$ cat src/rtl/ps2_kb_rx_fifo.sv
// PS/2 keyboard receiver: filtered clock, 11-bit frame check, E0/F0 prefix merge, FWFT event FIFO.
// Optional macro RXKB_PARITY_CHECK_EN enables odd-parity checking of each frame.
module ps2_kb_rx_fifo #(
  parameter int unsigned FILT_LEN    = 4,
  parameter int unsigned TIMEOUT_CYC = 50000,
  parameter int unsigned FIFO_DEPTH  = 4
) (
  input  logic                          CLK,
  input  logic                          RESET,
  input  logic                          PS_CLK,
  input  logic                          PS_DAT,
  output logic                          EVT_VALID,
  input  logic                          EVT_READY,
  output logic [7:0]                    EVT_CODE,
  output logic                          EVT_EXT,
  output logic                          EVT_BRK,
  output logic                          FRAME_ERR,
  output logic                          OVERFLOW,
  output logic [$clog2(FIFO_DEPTH):0]   FIFO_LEVEL
);

  localparam int unsigned CW = (FILT_LEN > 1) ? $clog2(FILT_LEN) : 1;
  localparam int unsigned TW = $clog2(TIMEOUT_CYC + 1);
  localparam int unsigned AW = $clog2(FIFO_DEPTH);
  localparam int unsigned LW = AW + 1;

  typedef enum logic [1:0] {IDLE, DATA, PARITY, STOP} state_t;

  logic [1:0]    clkSync;
  logic [1:0]    datSync;
  logic          filtClk;
  logic [CW-1:0] filtCnt;
  logic          fallStb;
  logic          datBit;

  always_ff @(posedge CLK) begin
    if (RESET) begin
      clkSync <= '1;
      datSync <= '1;
    end else begin
      clkSync <= {clkSync[0], PS_CLK};
      datSync <= {datSync[0], PS_DAT};
    end
  end

  assign datBit = datSync[1];

  // Level is adopted on the FILT_LEN-th consecutive differing sample; the strobe is registered with it.
  always_ff @(posedge CLK) begin
    if (RESET) begin
      filtClk <= 1'b1;
      filtCnt <= '0;
      fallStb <= 1'b0;
    end else begin
      fallStb <= 1'b0;
      if (clkSync[1] != filtClk) begin
        if (filtCnt == CW'(FILT_LEN - 1)) begin
          filtClk <= clkSync[1];
          filtCnt <= '0;
          fallStb <= ~clkSync[1];
        end else begin
          filtCnt <= filtCnt + 1'b1;
        end
      end else begin
        filtCnt <= '0;
      end
    end
  end

  state_t        state;
  logic [2:0]    bitCnt;
  logic [7:0]    shiftReg;
  logic          parBit;
  logic [TW-1:0] tmoCnt;
  logic          extFlag;
  logic          brkFlag;

  logic          parityOk;
  logic          stopCheck;
  logic          stopOk;
  logic          stopFail;
  logic          tmoHit;
  logic          isE0;
  logic          isF0;
  logic          pushReq;
  logic [9:0]    pushEvt;

`ifdef RXKB_PARITY_CHECK_EN
  assign parityOk = ^{shiftReg, parBit};
`else
  assign parityOk = 1'b1;
`endif

  assign stopCheck = fallStb && (state == STOP);
  assign stopOk    = stopCheck && datBit && parityOk;
  assign stopFail  = stopCheck && !stopOk;
  assign tmoHit    = !fallStb && (state != IDLE) && (tmoCnt == TW'(TIMEOUT_CYC));
  assign isE0      = (shiftReg == 8'hE0);
  assign isF0      = (shiftReg == 8'hF0);
  assign pushReq   = stopOk && !isE0 && !isF0;
  assign pushEvt   = {extFlag, brkFlag, shiftReg};

  always_ff @(posedge CLK) begin
    if (RESET) begin
      state     <= IDLE;
      bitCnt    <= '0;
      shiftReg  <= '0;
      parBit    <= 1'b0;
      tmoCnt    <= '0;
      extFlag   <= 1'b0;
      brkFlag   <= 1'b0;
      FRAME_ERR <= 1'b0;
    end else begin
      FRAME_ERR <= stopFail | tmoHit;

      if (state == IDLE || fallStb || tmoHit)
        tmoCnt <= '0;
      else
        tmoCnt <= tmoCnt + 1'b1;

      if (tmoHit) begin
        state <= IDLE;
      end else if (fallStb) begin
        unique case (state)
          IDLE: begin
            if (!datBit) begin
              state  <= DATA;
              bitCnt <= '0;
            end
          end
          DATA: begin
            shiftReg <= {datBit, shiftReg[7:1]};
            bitCnt   <= bitCnt + 1'b1;
            if (bitCnt == 3'd7) state <= PARITY;
          end
          PARITY: begin
            parBit <= datBit;
            state  <= STOP;
          end
          STOP: state <= IDLE;
          default: state <= IDLE;
        endcase
      end

      if (stopFail || tmoHit) begin
        extFlag <= 1'b0;
        brkFlag <= 1'b0;
      end else if (stopOk) begin
        if (isE0) begin
          extFlag <= 1'b1;
        end else if (isF0) begin
          brkFlag <= 1'b1;
        end else begin
          extFlag <= 1'b0;
          brkFlag <= 1'b0;
        end
      end
    end
  end

  logic [9:0]    mem [FIFO_DEPTH];
  logic [AW-1:0] wrPtr;
  logic [AW-1:0] rdPtr;
  logic          full;
  logic          pop;
  logic          pushOk;

  assign EVT_VALID = (FIFO_LEVEL != '0);
  assign full      = (FIFO_LEVEL == LW'(FIFO_DEPTH));
  assign pop       = EVT_VALID && EVT_READY;
  // A pop frees the slot in the same cycle, so a full FIFO still accepts a simultaneous push.
  assign pushOk    = pushReq && (!full || pop);

  assign {EVT_EXT, EVT_BRK, EVT_CODE} = mem[rdPtr];

  always_ff @(posedge CLK) begin
    if (RESET) begin
      for (int unsigned i = 0; i < FIFO_DEPTH; i++) mem[i] <= '0;
      wrPtr      <= '0;
      rdPtr      <= '0;
      FIFO_LEVEL <= '0;
      OVERFLOW   <= 1'b0;
    end else begin
      OVERFLOW <= pushReq && full && !pop;
      if (pushOk) begin
        mem[wrPtr] <= pushEvt;
        wrPtr      <= wrPtr + 1'b1;
      end
      if (pop) rdPtr <= rdPtr + 1'b1;
      if (pushOk && !pop)
        FIFO_LEVEL <= FIFO_LEVEL + 1'b1;
      else if (pop && !pushOk)
        FIFO_LEVEL <= FIFO_LEVEL - 1'b1;
    end
  end

endmodule

$ cat config.mk
export PLATFORM = sky130hd
export DESIGN_NAME = ps2_kb_rx_fifo
export DESIGN_NICKNAME = d
export VERILOG_FILES = /design/src/rtl/ps2_kb_rx_fifo.sv
export SDC_FILE = /design/constraint.sdc
export NUM_CORES = 1
export LEC_CHECK = 0
export CORE_MARGIN = 4
export CORE_UTILIZATION = 50
export DETAILED_ROUTE_END_ITERATION = 8
export DONT_BUFFER_PORTS = 1
export PLACE_DENSITY_LB_ADDON = 0.05
export SYNTH_ARGS = -nofsm -noshare
export SYNTH_HDL_FRONTEND = slang
export SYNTH_SLANG_ARGS = --single-unit
$ cat constraint.sdc
create_clock -name CLK -period 5.58 [get_ports CLK]
set_input_delay 0.279 -clock CLK [delete_from_list [all_inputs] [get_ports CLK]]
set_output_delay 0.279 -clock CLK [all_outputs]
set_load 0.05 [all_outputs]
==> impl_summary.txt <==
----------------------------------------------------
[Pwr]
  Peak VDD IR ... 0.000154 V
  Cell area power density ... 346 nW/um^2
  Leakage dissipation ... 1.46 nW

[Drt]
  Avg Vias per Cell ... 5.37
  Number of iterations in the first detailed-routing pass ... 5
  Antenna-violating nets left ... 0
  DRT Wirelength ... 6690 um
  Via count ... 2367
  Initial DRC count ... 80
  Routed length per placed instance ... 15.2 um
  DRC violation count after routing ... 0

[Clocking]
  Number of buffers inserted during clock tree synthesis ... 9
  Worst-Skew Late Latency ... 0.35 ns
  Clock sink total ... 90
  Clock input transition at the sequential cells of the worst setup and hold paths ... 0.09 ns
  Buffer type at the clock tree root ... clkbuf_8
  TritonCTS clock tree ... built
  Post-CTS resize count ... 0
  CTS H-tree depth ... 3
  Bufs on Longest Clock Path ... 2

[GRT]
  GRT Total Usage ... 16.1%
  Largest net degree at the start of global routing ... 22
  Initial antenna violation count ... 0
  Wire length of the first global-routing pass ... 11100 um
  Overall overflow remaining after global route ... 0
  Via count of the first global-routing pass ... 2212

[Final layout]
  Area growth from synthesis to final layout ... 8.45%
  Fillers ... 636
  Diode count ... 0
  Fraction of layout cells with a size suffix above 1 ... 12.9%
  Count of nets after finishing ... 353
  Count of placed standard cells in the final layout, fillers left out ... 441

[STA]
  Unrepaired setup endpoints after global routing ... no
  Shortest clock period the worst path allows after layout ... 2.74 ns
  Final-report hold violation count ... 0
  Clock tree skew after final layout ... 0.0146 ns
  Worst relative slew slack ... 27.8%
  Slew at the pin with the worst max-slew slack ... 1.08 ns
  Final Cycle Share ... 49.2%
  Maximum operating frequency ... 0.364 GHz
  Total setup violations reported at the end of the flow ... 0
  Final worst setup slack ... 2.84 ns
  Final total negative setup slack ... 0 ns
  Pins over their slew limit ... 0

[Worst setup path]
  Family with the most delay on the worst path ... simple AND/OR/NAND/NOR gates
  Data arrival, critical path ... 3.02 ns
  Category of the most critical setup path ... flop to flop
  Slowest library cell on the worst path ... or3_1
  Ordered list of cells on the worst path ... or3_1, nand2_1, ha_1, inv_1, fa_1, xor2_1, or3_1, a21oi_1
  Startpoint of the worst register-to-register path ... FIFO_LEVEL[1]
  Crit path capture type ... flop
  Element type at the critical path start ... flop
  Delay of the slowest cell on the worst path ... 0.70 ns
  Largest fanout on the critical path ... 5
  Most numerous cell on the critical path ... or3_1
  CP required ... 5.85 ns
  Worst setup path startpoint ... FIFO_LEVEL[1]
  Buf+Inv Stages, Crit Path ... 1

[Synthesis]
  Cells after synthesis ... 335
  Nets in the synthesized netlist ... 351
  Number of enable-type register cells in the synthesized netlist ... 40
  Top cell type's share of synthesized area ... 30.8%
  Most frequently used cell type in the post-synthesis netlist ... dfxtp_1
  Yosys warning count ... 0
  Average cell area after synthesis ... 11.6 sq um
  Most frequently used flop master after synthesis ... dfxtp_1
  Largest area contributor in the netlist ... edfxtp_1
  Flops & latches, synth ... 90
  Number of distinct library cell variants in the gate-level netlist after synthesis ... 51
  Most frequent cells after synthesis ... dfxtp_1 (50), edfxtp_1 (40), and2_1 (39), nor2_1 (35), nand2_1 (18)
  Part of the Yosys area used for sequential elements ... 56.5%
  Share of synthesized registers carrying an async set or reset ... 0%
  Top area cells in the synthesized netlist ... edfxtp_1 (31%), dfxtp_1 (26%), and2_1 (6.3%)
  Combined area of all synthesized cells ... 3900 sq um

[Outcome]
  Status ... finished, final reports clean

[Floorplan]
  Die boundary height ... 96.3 um
  Number of primary I/O pins ... 21
  Starting Density ... 52.6%
  Floorplan die area ... 9270 sq um
  Die W ... 96.3 um
  Site row count ... 31
  Core area ... 7410 sq um

[Placed design]
  Count of buffers from port buffering ... 0
  Placed Cells incl. Taps ... 424
  Final weighted congestion of routability-driven global placement ... 0.739
  DP Worst Slack ... 2.85 ns
  Post-DP HPWL ... 4370 um

[Hold path]
  Min-delay worst type ... input pin to flop
  HP Start ... PS_CLK

[Flow run]
  Number of maximum-capacitance violations ... 0

----------------------------------------------------
-- state kept, by name, summed over array words and instances (netlist names), 2 cells and up, named ones only --
register and count:
FIFO_LEVEL 3, bitCnt 3, clkSync 2, datSync 2, filtCnt 2, mem 40, rdPtr 2, shiftReg 8
state 2, tmoCnt 16, wrPtr 2
-- cells in the final DEF, fill, tap and decap left out, drive strengths merged, types with 3 or more instances in the layout --
cell	synthesis	final
dfxtp	50	50
nor4	5	5
or3	3	3
xnor2	13	13
nor3	7	7
and2	39	39
or2	7	7
nand3	14	14
ha	10	10
bufinv	0	3
or4b	3	3
buf	4	3
nand2	18	18
clkbuf	9	9
xor2	6	6
inv	11	13
a21oi	14	14
nor2	35	35
mux4	10	10
edfxtp	40	40
o21ai	4	4
nand4	3	3
-- routing by layer --
metal / track usage, % / vias to the layer above / share of wire (%)
li1: - / 1184 / -
met1: 21.6 / 1134 / 46
met2: 25.1 / 42 / 49
met3: 3.05 / 7 / 3.5
met4: 7.23 / 0 / 1.3
met5: 0 / - / 0
-- power breakdown --
| group | leakage [nW] | switching, mW | internal (mW) |
|---|---|---|---|
| registers | 0.818 | 0.0566 | 0.710 |
| clock network | 0.122 | 0.231 | 0.301 |
| logic | 0.516 | 0.110 | 0.0514 |
| total | 1.46 | 0.398 | 1.06 |
-- kinds of logic (layout without fill, tap and decap cells) --
| logic type | Yosys count | count (layout) | synth area share (%) |
|---|---|---|---|
| multiplexers | 12 | 12 | 6.29 |
| XOR/XNOR | 19 | 19 | 4.27 |
| AND/OR/NAND/NOR | 149 | 149 | 21.4 |
| buffers and inverters | 24 | 31 | 2.95 |
| adder cells (fa/ha/maj) | 11 | 11 | 3.73 |
| AO/OA/AOI/OAI | 30 | 30 | 4.88 |
| flip-flops | 90 | 90 | 56.5 |
-- area by class of cell --
type                            count  area [sq um]  area share [%]
Clock buffer                        9           124            2.93
Clock inverter                      7           123            2.90
Inverter                           11          41.3           0.977
Multi-Input combinational cell    221          1580            37.4
Sequential cell                    90          2200            52.1
Tap cell                           99           124            2.93
Timing Repair Buffer                4          32.5           0.770
-- final timing paths --
path / endpoint / slack [ns] / cells past startpoint
max: FIFO_LEVEL[2] / 2.84 / 8
min: clkSync[0] / 0.03 / 1
max reg2reg: FIFO_LEVEL[2] / 2.84 / 8
min reg2reg: clkSync[1] / 0.41 / 1
-- stage by stage --
stage / hold slack, ns / instance area, sq um / util [%] / power [mW]
after floorplan: 0.383 / 3900 / - / 0.927
after global placement: 0.352 / 3970 / 53.6 / 0.941
after detailed placement: 0.355 / 3970 / 53.6 / 0.944
after CTS: 0.0133 / 4230 / 57.0 / 1.48
after global routing: 0.0137 / 4230 / 57.0 / 1.52
final: 0.0315 / 4230 / 57.0 / 1.46
-- timing repair --
action / in CTS / in global routing
hold buffers: 1 / 0
hold endpoints to repair: 22 / 0
endpoints found under the setup margin: 0 / 0
setup buffers: 0 / 0
(Power assumes the default switching activity.)
